**src/rtl/move_cmd_arbiter_pkg.sv**
```systemverilog
// rtl/move_cmd_arbiter_pkg.sv - shared command bit indices and hold-time default
package keyboardPkg;

    localparam int CMD_W     = 5;
    localparam int CMD_LEFT  = 0;
    localparam int CMD_RIGHT = 1;
    localparam int CMD_JUMP  = 2;
    localparam int CMD_UP    = 3;
    localparam int CMD_DOWN  = 4;

    localparam int                CNT_W               = 21;
    localparam logic [CNT_W-1:0]  HOLD_CYCLES_DEFAULT = 21'd1_000_000;

    typedef logic [CMD_W-1:0] cmd_t;

endpackage

```
**src/rtl/move_cmd_arbiter_if.sv**
```systemverilog
// rtl/move_cmd_arbiter_if.sv - keyboard and remote command request/ack bundle
interface move_cmd_arbiter_if;
    import keyboardPkg::*;

    cmd_t kb_cmd;
    logic kb_valid;
    logic kb_ack;
    cmd_t rm_cmd;
    logic rm_valid;
    logic rm_ack;

    // requesters drive commands and consume acks
    modport master (
        output kb_cmd, kb_valid, rm_cmd, rm_valid,
        input  kb_ack, rm_ack
    );

    // arbiter samples commands and returns acks
    modport slave (
        input  kb_cmd, kb_valid, rm_cmd, rm_valid,
        output kb_ack, rm_ack
    );
endinterface

```
**src/rtl/cmd_prio_enc.sv**
```systemverilog
// rtl/cmd_prio_enc.sv - reduces a multi-bit command to one bit, jump>up>down>left>right
module cmd_prio_enc
    import keyboardPkg::*;
(
    input  cmd_t cmd_i,
    output cmd_t onehot_o
);

    // fixed priority pick of the single movement to perform
    always_comb begin
        onehot_o = '0;
        if (cmd_i[CMD_JUMP])       onehot_o[CMD_JUMP]  = 1'b1;
        else if (cmd_i[CMD_UP])    onehot_o[CMD_UP]    = 1'b1;
        else if (cmd_i[CMD_DOWN])  onehot_o[CMD_DOWN]  = 1'b1;
        else if (cmd_i[CMD_LEFT])  onehot_o[CMD_LEFT]  = 1'b1;
        else if (cmd_i[CMD_RIGHT]) onehot_o[CMD_RIGHT] = 1'b1;
    end

endmodule

```
**src/rtl/move_cmd_arbiter.sv**
```systemverilog
// rtl/move_cmd_arbiter.sv - round-robin arbiter of keyboard/remote move commands with game FSM
module move_cmd_arbiter
    import keyboardPkg::*;
#(
    parameter logic [CNT_W-1:0] HOLD_CYCLES = HOLD_CYCLES_DEFAULT
) (
    input  logic                clk,
    input  logic                rst,
    move_cmd_arbiter_if.slave   req_if,
    input  logic                start_req_i,
    input  logic                hit_i,
    input  logic                win_i,
    output logic                left_o,
    output logic                right_o,
    output logic                jump_o,
    output logic                up_o,
    output logic                down_o,
    output logic                start_game_o,
    output logic                game_over_o,
    output logic                owner_o
);

    typedef enum logic [1:0] {ST_WAIT, ST_PLAY, ST_HOLD, ST_OVER} state_t;

    state_t             state_q, state_d;
    logic [CNT_W-1:0]   cnt_q, cnt_d;
    cmd_t               cmd_q, cmd_d;
    logic               kb_ack_q, kb_ack_d;
    logic               rm_ack_q, rm_ack_d;
    logic               start_game_q, start_game_d;
    logic               game_over_q, game_over_d;
    logic               owner_q, owner_d;
    logic               seen_low_q, seen_low_d;

    cmd_t kb_onehot, rm_onehot, grant_cmd;
    logic end_game, grant_kb, grant_rm, hold_done;

    cmd_prio_enc u_kb_enc (.cmd_i(req_if.kb_cmd), .onehot_o(kb_onehot));
    cmd_prio_enc u_rm_enc (.cmd_i(req_if.rm_cmd), .onehot_o(rm_onehot));

    // owner==1 means remote went last, so keyboard wins a tie and vice versa
    assign end_game  = hit_i | win_i;
    assign grant_kb  = req_if.kb_valid & (~req_if.rm_valid | owner_q);
    assign grant_rm  = req_if.rm_valid & (~req_if.kb_valid | ~owner_q);
    assign grant_cmd = grant_kb ? kb_onehot : rm_onehot;
    assign hold_done = (cnt_q == HOLD_CYCLES - 21'd1);

    // state register
    always_ff @(posedge clk) begin
        if (rst) state_q <= ST_WAIT;
        else     state_q <= state_d;
    end

    // next-state decision; hit/win outranks any grant while the game runs
    always_comb begin
        state_d = state_q;
        case (state_q)
            ST_WAIT: if (start_req_i) state_d = ST_PLAY;
            ST_PLAY: begin
                if (end_game)                                   state_d = ST_OVER;
                else if ((grant_kb | grant_rm) && grant_cmd != '0) state_d = ST_HOLD;
            end
            ST_HOLD: begin
                if (end_game)       state_d = ST_OVER;
                else if (hold_done) state_d = ST_PLAY;
            end
            ST_OVER: if (start_req_i && seen_low_q) state_d = ST_WAIT;
            default: state_d = ST_WAIT;
        endcase
    end

    // next values of the registered outputs, acks, owner and hold counter
    always_comb begin
        cmd_d        = '0;
        kb_ack_d     = 1'b0;
        rm_ack_d     = 1'b0;
        owner_d      = owner_q;
        cnt_d        = '0;
        seen_low_d   = 1'b0;
        start_game_d = (state_d == ST_PLAY) || (state_d == ST_HOLD);
        game_over_d  = (state_d == ST_OVER);
        case (state_q)
            ST_PLAY: begin
                if (!end_game && (grant_kb | grant_rm)) begin
                    kb_ack_d = grant_kb;
                    rm_ack_d = grant_rm;
                    owner_d  = grant_rm;
                    cmd_d    = grant_cmd;
                end
            end
            ST_HOLD: begin
                if (state_d == ST_HOLD) begin
                    cmd_d = cmd_q;
                    cnt_d = cnt_q + 21'd1;
                end
            end
            ST_OVER: seen_low_d = seen_low_q | ~start_req_i;
            default: ;
        endcase
    end

    // output and datapath registers
    always_ff @(posedge clk) begin
        if (rst) begin
            cmd_q        <= '0;
            kb_ack_q     <= 1'b0;
            rm_ack_q     <= 1'b0;
            start_game_q <= 1'b0;
            game_over_q  <= 1'b0;
            owner_q      <= 1'b1;
            cnt_q        <= '0;
            seen_low_q   <= 1'b0;
        end else begin
            cmd_q        <= cmd_d;
            kb_ack_q     <= kb_ack_d;
            rm_ack_q     <= rm_ack_d;
            start_game_q <= start_game_d;
            game_over_q  <= game_over_d;
            owner_q      <= owner_d;
            cnt_q        <= cnt_d;
            seen_low_q   <= seen_low_d;
        end
    end

    assign req_if.kb_ack = kb_ack_q;
    assign req_if.rm_ack = rm_ack_q;
    assign left_o        = cmd_q[CMD_LEFT];
    assign right_o       = cmd_q[CMD_RIGHT];
    assign jump_o        = cmd_q[CMD_JUMP];
    assign up_o          = cmd_q[CMD_UP];
    assign down_o        = cmd_q[CMD_DOWN];
    assign start_game_o  = start_game_q;
    assign game_over_o   = game_over_q;
    assign owner_o       = owner_q;

endmodule

```
**src/flat_wrapper.sv**
```systemverilog
// flat-port wrapper written by rule: the top's interface ports become plain ports
module move_cmd_arbiter_flat import keyboardPkg::*;
#(
    parameter logic [CNT_W-1:0] HOLD_CYCLES = HOLD_CYCLES_DEFAULT
)
  (clk, rst, start_req_i, hit_i, win_i, left_o, right_o, jump_o, up_o, down_o, start_game_o, game_over_o, owner_o, req_if_kb_cmd, req_if_kb_valid, req_if_rm_cmd, req_if_rm_valid, req_if_kb_ack, req_if_rm_ack);
  move_cmd_arbiter_if req_if_i ();
  input  logic clk;
  input  logic rst;
  input  logic start_req_i;
  input  logic hit_i;
  input  logic win_i;
  output logic left_o;
  output logic right_o;
  output logic jump_o;
  output logic up_o;
  output logic down_o;
  output logic start_game_o;
  output logic game_over_o;
  output logic owner_o;
  input wire logic [$bits(req_if_i.kb_cmd)-1:0] req_if_kb_cmd;
  input wire logic [$bits(req_if_i.kb_valid)-1:0] req_if_kb_valid;
  input wire logic [$bits(req_if_i.rm_cmd)-1:0] req_if_rm_cmd;
  input wire logic [$bits(req_if_i.rm_valid)-1:0] req_if_rm_valid;
  output wire logic [$bits(req_if_i.kb_ack)-1:0] req_if_kb_ack;
  output wire logic [$bits(req_if_i.rm_ack)-1:0] req_if_rm_ack;
  assign req_if_i.kb_cmd = req_if_kb_cmd;
  assign req_if_i.kb_valid = req_if_kb_valid;
  assign req_if_i.rm_cmd = req_if_rm_cmd;
  assign req_if_i.rm_valid = req_if_rm_valid;
  assign req_if_kb_ack = req_if_i.kb_ack;
  assign req_if_rm_ack = req_if_i.rm_ack;
  move_cmd_arbiter #(.HOLD_CYCLES(HOLD_CYCLES)) u_core (.clk(clk), .rst(rst), .req_if(req_if_i), .start_req_i(start_req_i), .hit_i(hit_i), .win_i(win_i), .left_o(left_o), .right_o(right_o), .jump_o(jump_o), .up_o(up_o), .down_o(down_o), .start_game_o(start_game_o), .game_over_o(game_over_o), .owner_o(owner_o));
endmodule
```
**config.mk**
```make
export PLATFORM = sky130hd
export DESIGN_NAME = move_cmd_arbiter_flat
export DESIGN_NICKNAME = d
export VERILOG_FILES = /design/src/rtl/move_cmd_arbiter_pkg.sv /design/src/rtl/move_cmd_arbiter_if.sv /design/src/rtl/cmd_prio_enc.sv /design/src/rtl/move_cmd_arbiter.sv /design/src/flat_wrapper.sv
export SDC_FILE = /design/constraint.sdc
export NUM_CORES = 1
export LEC_CHECK = 0
export CORE_ASPECT_RATIO = 2
export CORE_MARGIN = 2
export CORE_UTILIZATION = 57
export DETAILED_ROUTE_END_ITERATION = 6
export PLACE_DENSITY = 0.84
export SLEW_MARGIN = 15
export SYNTH_ARGS = -nofsm -noshare
export SYNTH_HDL_FRONTEND = slang
export SYNTH_SLANG_ARGS = --single-unit
```
**constraint.sdc**
```tcl
create_clock -name clk -period 7.7 [get_ports clk]
set_input_delay 1.155 -clock clk [delete_from_list [all_inputs] [get_ports clk]]
set_output_delay 1.155 -clock clk [all_outputs]
set_load 0.05 [all_outputs]
```
Word level (Yosys, flattened, before mapping):

Index checks and enable logic that the tools add are counted.

* add/sub/neg operators: 1
* eq/ne operators: 8
* mux-type cells: 33
* bitwise logic cells: 16
* reduce and logical (&&, ||, !) cells: 11

Operators with widths (number)
* $mux 2: 14
* $add 21x1->21 const B: 1
* $eq 21x20->1 const B: 1
* $mux 5: 3
* $mux 1: 14
* $pmux 5 s2: 1
* $not 1->1: 9
* $eq 2x2->1 const B: 4
* $pmux 2 s4: 1
* $reduce_or 3->1: 2
* $or 1x1->1: 5
* $reduce_bool 5->1: 1
* $eq 2x1->1 const B: 2
* $logic_and 1x1->1: 3
* $and 1x1->1: 2
* $logic_not 2->1: 1
* $ne 2x2->1 const B: 1
* $reduce_and 2->1: 1
* $reduce_or 2->1: 1
* $logic_not 1->1: 1
* $logic_or 1x1->1: 1

* register bits: 34
* input port bits: 17
* output and inout port bits: 10
* word-level logic and storage cells: 78

Longest topological paths before layout:

* word-level depth: 14
* depth in mapped cells: 10
* gate-level depth less buffers: 8

Hierarchy:

From an unflattened synthesis, not the netlist that was laid out.

* cell total of the unflattened synthesis: 189
* area total of the unflattened synthesis: 1714.1 sq um

Modules (own cells, without submodules)
* move_cmd_arbiter: instances 1, cells each 177, area an instance 1599.0 sq um, seq. area each 680.7 sq um
* cmd_prio_enc: instances 2, cells each 6, area an instance 57.6 sq um, seq. area each 0.0 sq um

Least setup slack after synthesis:

No wires, ideal clock.

* path type: input to register
* start point: input port req_if_kb_valid
* end point: register u_core.cnt_q[18]
* library setup time: 0.101 ns
* arrival: 3.261 ns
* required time: 7.599 ns
* slack: 4.338 ns
* stages: 9
* path buffers: 2
* cells stage by stage: clkbuf_1 > and4b_1 > o311a_1 > nor3_1 > ha_1 > or4b_4 > buf_6 > or2_0 > o41ai_1

* word-level cells in the longest chain between the ends: 11
* elaborated cells between the ends (all ways): 14
* those cells by class: 1 x eq/ne; 4 x mux; 6 x bitwise; 3 x reduce/logical

Ends and longest elaborated chain
* from (decl): line flat_wrapper.sv:22 `input wire logic [$bits(req_if_i.kb_valid)-1:0] req_if_kb_valid;`
* $not 1->1: line move_cmd_arbiter.sv:44 `assign grant_rm = req_if.rm_valid & (~req_if.kb_valid | ~owner_q);`
* $or 1x1->1: line move_cmd_arbiter.sv:44
* $and 1x1->1: line move_cmd_arbiter.sv:44
* $or 1x1->1: line move_cmd_arbiter.sv:61 `else if ((grant_kb | grant_rm) && grant_cmd != '0) state_d = ST_HOLD;`
* $logic_and 1x1->1 (*): line move_cmd_arbiter.sv:61
* $mux 2 (*): line move_cmd_arbiter.sv:61
* $mux 2 (*): line move_cmd_arbiter.sv:60 `if (end_game) state_d = ST_OVER;`
* $pmux 2 s4 (*): line move_cmd_arbiter.sv:57 `case (state_q)`
* via u_core.state_d[1]: line move_cmd_arbiter.sv:25 `state_t state_q, state_d;`
* $eq 2x2->1 (*): line move_cmd_arbiter.sv:92 `if (state_d == ST_HOLD) begin`
* $not 1->1 (no line) (*)
* $reduce_or 3->1 (no line) (*)
* to (signal assigned): line move_cmd_arbiter.sv:120 `cnt_q <= cnt_d;`
* to (decl): line move_cmd_arbiter.sv:26 `logic [CNT_W-1:0] cnt_q, cnt_d;`

Mark *: on every way through the listed nets, which the timed path passes. The rest lies on a longest branch.
A chain may end at the register's enable or synchronous reset.

Worst setup path after layout:

* start point: input port req_if_rm_valid
* end point: register u_core.cnt_q[13]

* word-level cells in the longest chain between the ends: 12
* elaborated cells between the ends (all ways): 14
* those cells by class: 1 x eq/ne; 4 x mux; 6 x bitwise; 3 x reduce/logical

Ends and longest elaborated chain
* from (decl): line flat_wrapper.sv:24 `input wire logic [$bits(req_if_i.rm_valid)-1:0] req_if_rm_valid;`
* $not 1->1: line move_cmd_arbiter.sv:43 `assign grant_kb = req_if.kb_valid & (~req_if.rm_valid | owner_q);`
* $or 1x1->1: line move_cmd_arbiter.sv:43
* $and 1x1->1: line move_cmd_arbiter.sv:43
* $mux 5: line move_cmd_arbiter.sv:45 `assign grant_cmd = grant_kb ? kb_onehot : rm_onehot;`
* $reduce_bool 5->1: line move_cmd_arbiter.sv:61
* $logic_and 1x1->1 (*): line move_cmd_arbiter.sv:61
* $mux 2 (*): line move_cmd_arbiter.sv:61
* $mux 2 (*): line move_cmd_arbiter.sv:60
* $pmux 2 s4 (*): line move_cmd_arbiter.sv:57
* via u_core.state_d[1]: line move_cmd_arbiter.sv:25
* $eq 2x2->1 (*): line move_cmd_arbiter.sv:92
* $not 1->1 (no line) (*)
* $reduce_or 3->1 (no line) (*)

Marked as above.

==> impl.org <==
** Power
- Power per cell area :: 190.4 nW/um2
- VDD sags by at most 0.1406 mV.
- Power, Total :: 0.3926 mW
- In this run the static leakage power is 0.6971 nW.

** Logic synthesis
- Area share of fa/ha/maj cells after synthesis :: 2.212%
- The cell area that synthesis handed to floorplanning was 1697 um2.
- Share of the yosys chip area belonging to registers :: 40.12%
- Counting flops with a built-in enable in the synthesized netlist gives 0.
- Counting flops with an async set or reset pin after synthesis yields a share of 0%.
- Unique masters post-synth :: 46
- A synthesized cell averages 8.746 um2.
- Share of the synthesized area in compound gates (AO/OA/AOI/OAI) :: 17.11%
- Post-synthesis share of cell area spent on and, or, nand and nor gates :: 32.01%
- Synth Area in XOR/XNOR :: 4.646%
- Most common flop cell mapped by yosys :: sky130_fd_sc_hd__dfxtp_1
- Counting every instance in the synthesized netlist gives 194.
- Yosys warnings :: 0
- Largest family of logic cells by synthesized area :: simple AND/OR/NAND/NOR gates
- When the netlist entered floorplanning its net count stood at 214.
- Multiplexer fraction of the synthesized cell area :: 1.180%
- Counting flops and latches in the post-synthesis netlist gives 34.

** Status
- Status :: finished, final reports clean

** Die
- Starting density of the core :: 58.35%
- 27 I/O pins were placed.
- The die is 81.16 um tall.
- In this run the horizontal extent of the chip is 42.58 um.
- Area inside the core boundary :: 2908 um2
- The floorplan has 28 rows.
- Die Area :: 3456 um2

** Clock network
- Setup bufs post-CTS :: 0
- TritonCTS built the clock tree.
- The number of gates resized after CTS was 0.
- At the later pin of the worst-skew pair, clock insertion delay measures 0.29 ns.
- Clock-pin slew was measured on the worst setup and hold paths at 0.07 ns.
- For this design, the CTS-stage hold fixing added 0 buffers.
- Worst-case clock buffer depth :: 2
- Sink count of the clock tree :: 34
- Clock tree root buffer cell :: sky130_fd_sc_hd__clkbuf_8
- # H-tree levels :: 2
- TritonCTS buffer count :: 5

** Layout
- Design area :: 2062 um2
- Cells with a size suffix above 1 make up 8.108% of the layout.
- Compared with the post-synthesis result, the final layout area differs by 21.53%.
- The layout has 220 filler cells.
- Summing all multi-input logic gate instances after layout gives 969.7 um2.
- The repair_antennas step left the layout with diodes totalling 0.
- Seq. cell area :: 680.7 um2
- Final Instance Count excl. Fillers :: 252
- # nets final :: 241

** Global routing
- The first global-routing pass estimated 6.755 mm of wire.
- The number of antenna violations at the first check in global routing is 0.
- Vias in the first global route :: 1607
- The total overflow left after global routing is 0.
- Maximum number of pins on one net before global-route repair :: 21
- Global routing consumed, over all layers together, 25.60% of the routing resources.

** STA
- The clock arrives with 0.004893 ns of skew.
- Setup Viol. Count Final :: 0
- Across all hold checks on the routed design, the worst slack comes to 0.4506 ns.
- Final max-slew violation count :: 0
- Based on the critical path, the design can be clocked at up to 253.2 MHz.
- Slew HR :: 64.24%
- The number of failing hold endpoints at the final stage is 0.
- Share of the clock period used by the worst path :: 51.29%
- RSZ-0062 raised after global routing :: no
- For the pin with the worst max-slew slack, the measured transition is 0.5347 ns.
- In the final timing run, aggregate negative setup slack is 0 ns.
- Post-layout minimum cycle time :: 3.950 ns

** Worst setup path
- Along the worst path, the maximum fanout reaches 20.
- The setup path with the least slack is of type in -> reg.
- At the worst endpoint, the required time is 7.89 ns.
- The worst setup path is launched from a primary input.
- In this run the worst setup path begins at req_if_rm_valid.
- Critical path endpoint category :: flip-flop
- The worst register-to-register path begins at u_core.owner_o$_SDFFE_PP1P_.
- At the worst endpoint, the arrival time is 4.14 ns.

** Drt
- Via count of the routed design :: 1616
- Dividing the detail-routed via count by the number of cells gives 6.413.
- Post-detailed-route DRC marker count :: 0
- In the final routed layout, each cell accounts on average for 15.87 um.
- DRT iter0 DRCs :: 63
- Antenna Violating Nets Remaining :: 0
- Routed Wire Length :: 4.000 mm
- Number of search-and-repair iterations in the first detailed-routing pass :: 4

** Place
- Placer congestion estimate :: 0.9603
- # placed instances :: 244
- Number of port buffers :: 26
- Detailed placement ended at an HPWL of 3.026 mm.
- Area after detailed placement :: 1967 um2

** Run
- Max cap viols :: 0

** Worst hold path
- Path type of the worst min-delay path :: reg -> reg
- The startpoint identified for the worst hold timing path is u_core.cnt_q[0]$_SDFF_PP0_.
==> worst paths after layout <==
kind	slack, ns	cells past startpoint	end
max reg2reg	4.77	8	u_core.cnt_q[13]$_SDFF_PP0_
max	3.75	9	u_core.cnt_q[13]$_SDFF_PP0_
min	0.45	1	u_core.cnt_q[0]$_SDFF_PP0_
min reg2reg	0.45	1	u_core.cnt_q[0]$_SDFF_PP0_
==> where the power goes <==
part	total, mW	switching (mW)	internal (mW)
clock	0.138	0.0664	0.0718
combinational	0.0661	0.0354	0.0307
sequential	0.188	0.00633	0.182
total	0.393	0.108	0.284
==> cell usage in the layout (no fill, tap or decap), types with 4 or more instances in the layout <==
cell type and instances:
sky130_fd_sc_hd__clkdlybuf4s50_1 26, sky130_fd_sc_hd__o311ai_0 5, sky130_fd_sc_hd__a21oi_1 6, sky130_fd_sc_hd__or2_0 4
sky130_fd_sc_hd__nand3_1 8, sky130_fd_sc_hd__nor2_1 19, sky130_fd_sc_hd__xor2_1 7, sky130_fd_sc_hd__nand2_1 19
sky130_fd_sc_hd__o21ai_0 8, sky130_fd_sc_hd__dfxtp_1 34, sky130_fd_sc_hd__and4_1 6, sky130_fd_sc_hd__nor3_1 5
sky130_fd_sc_hd__o41ai_1 5, sky130_fd_sc_hd__clkbuf_8 6, sky130_fd_sc_hd__nor2b_1 4, sky130_fd_sc_hd__nand4_1 5
sky130_fd_sc_hd__nor4_1 4
==> flip-flops by register name, indices dropped and copies added (netlist names) <==
name / count
u_core.seen_low_q: 1
u_core.cnt_q: 21
u_core.start_game_o: 1
u_core.req_if.rm_ack: 1
u_core.cmd_q: 5
u_core.req_if.kb_ack: 1
u_core.owner_o: 1
u_core.state_q: 2
u_core.game_over_o: 1
==> routing by layer <==
metal | track usage (%) | vias to the layer above | part of all wire [%]
met5 | 0 | - | 0
met3 | 5.778 | 12 | 5.0
met4 | 16.25 | 0 | 3.0
li1 | - | 784 | -
met1 | 24.62 | 766 | 36
met2 | 47.38 | 54 | 56
==> area by class of cell <==
cell class	count	area share, %
clock buffers	6	4.005
multi-input cells	150	47.03
flip-flops and latches	34	33.01
clock inverters	2	0.6068
well taps	30	1.820
inverters	3	0.5461
repair buffers	27	12.99
==> Yosys cell counts, drive strengths merged, types with 5 or more instances <==
cell / count / area [um2]
o311ai: 5 / 43.79
xor2: 7 / 61.31
o41ai: 5 / 43.79
clkbuf: 5 / 18.77
nand3: 8 / 40.04
nor3: 5 / 25.02
nand2: 19 / 71.32
or2: 7 / 43.79
o21ai: 8 / 40.04
a21oi: 6 / 30.03
nand4: 5 / 31.28
dfxtp: 34 / 680.7
nor2: 19 / 71.32
and4: 6 / 52.55
==> per-stage QoR <==
| stage | setup slack [ns] | utilization (%) |
|---|---|---|
| detailed placement | 3.493 | 67.64 |
| global placement | 3.637 | 67.64 |
| CTS | 3.775 | 70.91 |
| finish | 3.750 | 70.91 |
| floorplan | 4.338 | - |
| global route | 3.591 | 70.91 |
==> worst max-delay path, stage by stage <==
cell                              delay [ns]
sky130_fd_sc_hd__clkdlybuf4s50_1        0.54
sky130_fd_sc_hd__nand2b_1               0.18
sky130_fd_sc_hd__and4b_1                0.25
sky130_fd_sc_hd__o311a_1                0.35
sky130_fd_sc_hd__nor3_1                 0.23
sky130_fd_sc_hd__ha_1                   0.26
sky130_fd_sc_hd__or4b_4                 0.61
sky130_fd_sc_hd__or2_2                  0.32
sky130_fd_sc_hd__o41ai_1                0.23
==> logic make-up (layout without fill, tap and decap cells) <==
| kind of cell | Yosys count | in the layout |
|---|---|---|
| adder cells (fa/ha/maj) | 3 | 3 |
| AO/OA/AOI/OAI | 40 | 40 |
| buffers and inverters | 10 | 38 |
| XOR/XNOR | 9 | 9 |
| flip-flops | 34 | 34 |
| multiplexers | 2 | 2 |
| AND/OR/NAND/NOR | 96 | 96 |
(Power assumes the default switching activity.)
